File: config.mk
export PLATFORM = sky130hd
export DESIGN_NAME = demux_1_4_2_bit_reg_v
export DESIGN_NICKNAME = d
export VERILOG_FILES = /design/src/rtl/demux_1_4_2_bit_reg_v.sv
export SDC_FILE = /design/constraint.sdc
export NUM_CORES = 1
export LEC_CHECK = 0
export BUFFER_PORTS_ARGS = -buffer_cell sky130_fd_sc_hd__buf_2
export CAP_MARGIN = 10
export CORE_MARGIN = 2
export CORE_UTILIZATION = 47
export DETAILED_ROUTE_END_ITERATION = 8
export PLACE_DENSITY = 0.82
export RECOVER_POWER = 25
export SKIP_CTS_REPAIR_TIMING = 1
export SLEW_MARGIN = 20
export SYNTH_ARGS = -nofsm -noshare
export SYNTH_HDL_FRONTEND = slang
export SYNTH_SLANG_ARGS = --single-unit
File: constraint.sdc
create_clock -name i_clk -period 1.6 [get_ports i_clk]
set_input_delay 0.32 -clock i_clk [delete_from_list [all_inputs] [get_ports i_clk]]
set_output_delay 0.32 -clock i_clk [all_outputs]
set_load 0.005 [all_outputs]
File: src/rtl/demux_1_4_2_bit_reg_v.sv
// Registered 1-to-4 distributor for CODE_W-bit codes with a valid/ready handshake.
// A code goes to the lane picked by the auto pointer or by i_sel_code. A one-cycle DONE state marks each full frame.
module demux_1_4_2_bit_reg_v #(
  parameter int CODE_W = 2
) (
  input  logic              i_clk,
  input  logic              i_rst,
  input  logic              i_en,
  input  logic              i_valid,
  output logic              o_ready,
  input  logic [CODE_W-1:0] i_code,
  input  logic [1:0]        i_sel_code,
  input  logic              i_auto,
  input  logic              i_clr,
  output logic [CODE_W-1:0] o_code_0,
  output logic [CODE_W-1:0] o_code_1,
  output logic [CODE_W-1:0] o_code_2,
  output logic [CODE_W-1:0] o_code_3,
  output logic [3:0]        o_lane_vld,
  output logic [1:0]        o_ptr,
  output logic              o_frame_done
);

  typedef enum logic {
    FILL = 1'b0,
    DONE = 1'b1
  } state_e;

  state_e                       state_q, state_d;
  logic [3:0][CODE_W-1:0]       lane_q, lane_d;
  logic [3:0]                   vld_q, vld_d;
  logic [1:0]                   ptr_q, ptr_d;
  logic                         accept;
  logic [1:0]                   tgtLane;
  logic [3:0]                   vldNext;

  assign accept  = (state_q == FILL) && i_en && i_valid && !i_clr;
  assign tgtLane = i_auto ? ptr_q : i_sel_code;
  assign vldNext = vld_q | (4'b0001 << tgtLane);

  always_ff @(posedge i_clk) begin
    if (i_rst) begin
      state_q <= FILL;
      lane_q  <= '0;
      vld_q   <= '0;
      ptr_q   <= '0;
    end else begin
      state_q <= state_d;
      lane_q  <= lane_d;
      vld_q   <= vld_d;
      ptr_q   <= ptr_d;
    end
  end

  // Lanes keep their data across DONE -> FILL so the downstream mux sees a stable frame.
  always_comb begin
    state_d = state_q;
    lane_d  = lane_q;
    vld_d   = vld_q;
    ptr_d   = ptr_q;
    if (state_q == DONE) begin
      state_d = FILL;
      vld_d   = '0;
      ptr_d   = '0;
      if (i_clr) begin
        lane_d = '0;
      end
    end else if (i_clr) begin
      lane_d = '0;
      vld_d  = '0;
      ptr_d  = '0;
    end else if (accept) begin
      lane_d[tgtLane] = i_code;
      vld_d           = vldNext;
      if (i_auto) begin
        ptr_d = ptr_q + 2'd1;
      end
      if (vldNext == 4'hF) begin
        state_d = DONE;
      end
    end
  end

  assign o_ready      = (state_q == FILL);
  assign o_frame_done = (state_q == DONE);
  assign o_code_0     = lane_q[0];
  assign o_code_1     = lane_q[1];
  assign o_code_2     = lane_q[2];
  assign o_code_3     = lane_q[3];
  assign o_lane_vld   = vld_q;
  assign o_ptr        = ptr_q;

endmodule

==> After elaboration in Yosys (flattened, before gate mapping) <==
Cells that the tools add are included.
{ "classes": {"n_shift": 1, "n_reduce_logical": 10, "bitwise_logic": 3, "n_lt_le_gt_ge": 2, "mux": 9, "addsub": 1, "n_eq_ne": 2} }
{ "ops": {"columns": ["operator", "count"], "rows": [
  ["$mux 8", 4],
  ["$bwmux 8", 1],
  ["$demux 2 s2", 1],
  ["$eq 4x4->1 const B", 1],
  ["$logic_and 1x1->1", 4],
  ["$mux 2", 2],
  ["$or 4x4->4", 1],
  ["$reduce_and 2->1", 2],
  ["$reduce_or 4->1", 1],
  ["$shl 1x2->4 const A", 1],
  ["$lt 2x3->1 const B", 1],
  ["$reduce_or 3->1", 1],
  ["$add 2x1->2 const B", 1],
  ["$ge 2x1->1 const B", 1],
  ["$ne 2x2->1 const B", 1],
  ["$not 1->1", 2],
  ["$reduce_bool 2->1", 1],
  ["$logic_not 1->1", 1],
  ["$mux 1", 1]
]} }
{ "word_totals": {"inputBits": 10, "out_inout_bits": 16, "word_cells": 35, "ff_bits": 15} }

==> Depth between registers and ports, before layout <==
{ "logic_depth": {"ltp_word": 9, "depth_mapped": 4, "ltp_nobuf": 3} }

==> Worst setup path before layout <==
OpenSTA, ideal clock, no wires.
{ "synth_timing": {"path_kind": "reg-to-reg", "from": "reg ptr_q[1] (netlist: o_ptr[1])", "to": "reg state_q (netlist: o_frame_done)", "synth_period_minus_slack_ns": 1.126, "path_slack_ns": 0.474, "path_stages_with_launch": 4, "arrival_time_ns": 0.995, "required_time_ns": 1.470, "n_path_buf": 0, "setup_ns": 0.130, "path_cell_list": "dfxtp_1 -> and3b_4 -> o311ai_1 -> nor4_2"} }
{ "synth_between": {"elab_chain_len": 5} }
{ "synth_rtl": {"columns": ["item", "line", "text"], "rows": [
  ["start, declared", "32", "logic [1:0] ptr_q, ptr_d;"],
  ["start signal, assigned", "51", "ptr_q <= ptr_d;"],
  ["$mux 2", "38", "assign tgtLane = i_auto ? ptr_q : i_sel_code;"],
  ["$shl 1x2->4", "39", "assign vldNext = vld_q | (4'b0001 << tgtLane);"],
  ["$or 4x4->4", "39", null],
  ["$eq 4x4->1", "78", "if (vldNext == 4'hF) begin"],
  ["$mux 1", "78", null],
  ["end signal, assigned", "48", "state_q <= state_d;"],
  ["end, declared", "29", "state_e state_q, state_d;"]
]} }
No other way between the ends.
A chain may end at the register's enable or synchronous reset.

==> Worst setup path in the final report <==
{ "layout_timing": {"from": "reg ptr_q[0] (netlist: o_ptr[0])", "to": "out o_ptr[0]"} }
{ "layout_rtl": {"columns": ["item", "line", "text"], "rows": [
  ["end, declared", "20", "output logic [1:0] o_ptr,"]
]} }
No word-level cell between the ends.

==> metrics.md <==
| Metric | Value |
|---|---|
| Run status | complete, no violations |
| Die Y-Extent | 43.6 um |
| Antenna Nets Post-Route | 0 |
| Filler cells | 133 |
| Floorplan die width | 43.6 um |
| Wirelength per Cell | 12.8 um |
| Endpoints failing hold | 0 |
| Min Tclk post-route | 1200 ps |
| DRC | 0 |
| Synthesized cell area | 737 um^2 |
| Finished Core Util | 59.9% |
| Post-Place Worst Slack | 333 ps |
| Relative max-transition margin | 78.1% |
| Yosys warnings | 0 |
| Ratio of cells with drive above 1 in the final layout | 35.8% |
| Worst hold path cell count | 4 |
| Clock-pin slew reported for the worst setup and hold paths after clock tree synthesis | 90 ps |
| Overall track demand over capacity in global routing | 17.8% |
| Share of synthesized flip-flops with an asynchronous set or reset | 0% |
| Max Root-Sink Buffers | 2 |
| Max IR drop VDD | 0.504 mV |
| Commonest cells in the synthesized netlist | sky130_fd_sc_hd__dfxtp_1 (15), sky130_fd_sc_hd__nand2_1 (12), sky130_fd_sc_hd__mux2i_1 (8) |
| Worst setup slack after layout | 400 ps |
| Post-Syn Instances | 78 |
| CP required | 1280 ps |
| Max Cap Viol | 0 |
| Critical path data arrival time | 880 ps |
| Hold Startpoint | i_rst |
| Via density per instance | 5.54 |
| Sequential element share of the synthesized area | 40.7% |
| Final Max Tran Viols | 0 |
| Buffer and inverter count on the worst path | 1 |
| Number of nets in the finished design | 117 |
| Area after detailed placement | 873 um^2 |
| GRT Max-Usage Layer | met2 |
| Antenna violations before repair | 0 |
| Leakage power | 0.000411 uW |
| CTS H-tree depth | 1 |
| Count of state elements after synthesis | 15 |
| GP Congestion | 0.822 |
| Total of endpoints with negative setup slack in the final report | 0 |
| First-pass GRT wire length | 2550 um |
| Sink Count | 15 |
| Met3 usage | 3.33% |
| Port Buffers | 25 |
| Mean instance size in the synthesized netlist | 9.45 um^2 |
| HPWL Detailed | 1180 um |
| Hold WC Path Type | input pin to register |
| Setup repair after global routing missed its margin | false |
| Post-Route Skew | 4.67 ps |
| Share of the clock period used by the worst path | 75.0% |
| Met2 capacity usage during global routing | 26.5% |
| Source of the critical timing path | o_ptr[0] |
| Maximum number of pins on one net before global-route repair | 11 |
| Syn Nets | 88 |
| Ports | 26 |
| Vias in the first global route | 627 |
| Critical Path End Type | primary output |
| Cell with the most instances after synthesis | sky130_fd_sc_hd__dfxtp_1 |
| Drt initial violations | 14 |
| Crit-path cells | buf_2 |
| Synthesis-to-layout area growth | 21.1% |
| Biggest cell delay along the critical path | 450 ps |
| TritonCTS clock tree | done |
| Clk Tree Root Cell | sky130_fd_sc_hd__clkbuf_4 |
| Critical path launch point type | register |
| Final Instance Area | 892 um^2 |
| Num CTS Buffers | 3 |
| Skew-Pair Late Insertion Delay | 280 ps |
| Drt pass-1 iters | 4 |
| Cell area power density | 739 mW/mm^2 |
| Critical Setup Path Class | register to primary output |
| Count of flip-flops with a built-in enable after synthesis | 0 |
| CP delay by family, top | flip-flops |
| Total Routed Length | 1570 um |
| Starting Density | 49.5% |
| Final antenna diode count | 0 |
| Power after layout | 659 uW |
| Highest-delay cell along the critical path | sky130_fd_sc_hd__dfxtp_1 |
| Total overflow reported by the global router | 0 |
| Number of cell rows | 14 |
| Dominant register cell in the synthesized netlist | sky130_fd_sc_hd__dfxtp_1 |
| Total number of cells along the worst setup path | 1 |
| Dominant cells by area after synthesis | sky130_fd_sc_hd__dfxtp_1 (41%), sky130_fd_sc_hd__mux2i_1 (11%), sky130_fd_sc_hd__nand2_1 (6.1%), sky130_fd_sc_hd__a21oi_1 (4.1%), sky130_fd_sc_hd__o21ai_2 (3.6%) |
| Die outline area | 0.00190 mm^2 |
| Total number of vias | 676 |
| Final sum of negative setup slack | 0 ps |
| Slew at the pin with the worst max-slew slack | 323 ps |
| Maximum fanout count along the critical path | 8 |
| Global routing met1 resource utilization | 25.2% |
| Launching point of the worst reg2reg path | o_ptr[1] |
| F_max | 833 MHz |
| Cell type contributing the most total cell area after synthesis | sky130_fd_sc_hd__dfxtp_1 |
| Area of the core region | 0.00149 mm^2 |
| Synth unique cells | 23 |
| Count of cells along the worst register-to-register path | 3 |
| Fraction of synthesized cell area taken by the top area cell type | 40.7% |
-- where the power goes --
part | switching [uW] | total [uW] | internal (uW) | leakage (uW)
clock | 117 | 214 | 96.6 | 0.0000150
sequential | 1.91 | 378 | 376 | 0.000121
combinational | 39.5 | 67.9 | 28.5 | 0.000275
-- path summary, 6_finish.rpt --
path                                      to  slack (ps)
worst min-delay path             o_code_1[1]         360
worst min register to register   o_code_3[0]         460
worst max-delay path                o_ptr[0]         400
worst max register to register  o_frame_done         400
-- worst register-to-register path, stage by stage (launching register included) --
cell                       delay (ps)
sky130_fd_sc_hd__dfxtp_1          420
sky130_fd_sc_hd__and3b_4          240
sky130_fd_sc_hd__o311ai_1         340
sky130_fd_sc_hd__nor4_2            90
-- cells by family (layout without fill, tap and decap cells) --
group,count (synthesis),count (layout),synth area share [%]
AOI/OAI and AO/OA,17,17,13.6
buffers and inverters,8,36,5.26
DFF,15,15,40.7
muxes,8,8,10.9
and+or+nand+nor,30,30,29.5
-- cells in the final DEF (no fill, tap or decap) --
cell	count
sky130_fd_sc_hd__nor2_2	1
sky130_fd_sc_hd__and3b_4	2
sky130_fd_sc_hd__nor3b_4	1
sky130_fd_sc_hd__clkbuf_4	3
sky130_fd_sc_hd__o21ai_1	4
sky130_fd_sc_hd__mux2i_1	8
sky130_fd_sc_hd__dfxtp_1	15
sky130_fd_sc_hd__and4bb_2	1
sky130_fd_sc_hd__nor3_2	1
sky130_fd_sc_hd__nor4_2	1
sky130_fd_sc_hd__inv_1	6
sky130_fd_sc_hd__o21ai_2	3
sky130_fd_sc_hd__o21ai_0	3
sky130_fd_sc_hd__clkbuf_1	3
sky130_fd_sc_hd__nor3b_2	1
sky130_fd_sc_hd__or3_1	2
sky130_fd_sc_hd__nor3b_1	1
sky130_fd_sc_hd__buf_2	23
sky130_fd_sc_hd__buf_4	1
sky130_fd_sc_hd__nand2_1	12
sky130_fd_sc_hd__a21oi_1	6
sky130_fd_sc_hd__and3_1	1
sky130_fd_sc_hd__and3b_1	2
sky130_fd_sc_hd__o311ai_1	1
sky130_fd_sc_hd__nor3_1	3
sky130_fd_sc_hd__nand4bb_1	1
-- layer usage --
metal,vias up,share of wire (%)
li1,331,-
met1,322,47
met2,23,47
met3,0,5.8
met4,0,0
met5,-,0
-- state kept, by name, indices dropped and copies added, names as in the netlist --
signal and count:
o_code_1 2, o_code_3 2, o_ptr 2, o_lane_vld 4, o_code_0 2, o_frame_done 1
o_code_2 2
-- cell type report --
type,count,area (um^2),area share [%]
multi-input cells,55,393,44.0
flip-flops and latches,15,300,33.7
repair buffers,26,130,14.6
clock buffers,4,26.3,2.95
inverters,6,22.5,2.52
well taps,16,20.0,2.24
-- stage by stage --
stage / cells / hold slack (ps)
after floorplan: 78 / 455
after global placement: 118 / 445
after detailed placement: 118 / 453
after CTS: 122 / 349
after global routing: 122 / 392
final: 122 / 363
Power figures use the tool's default switching activity.
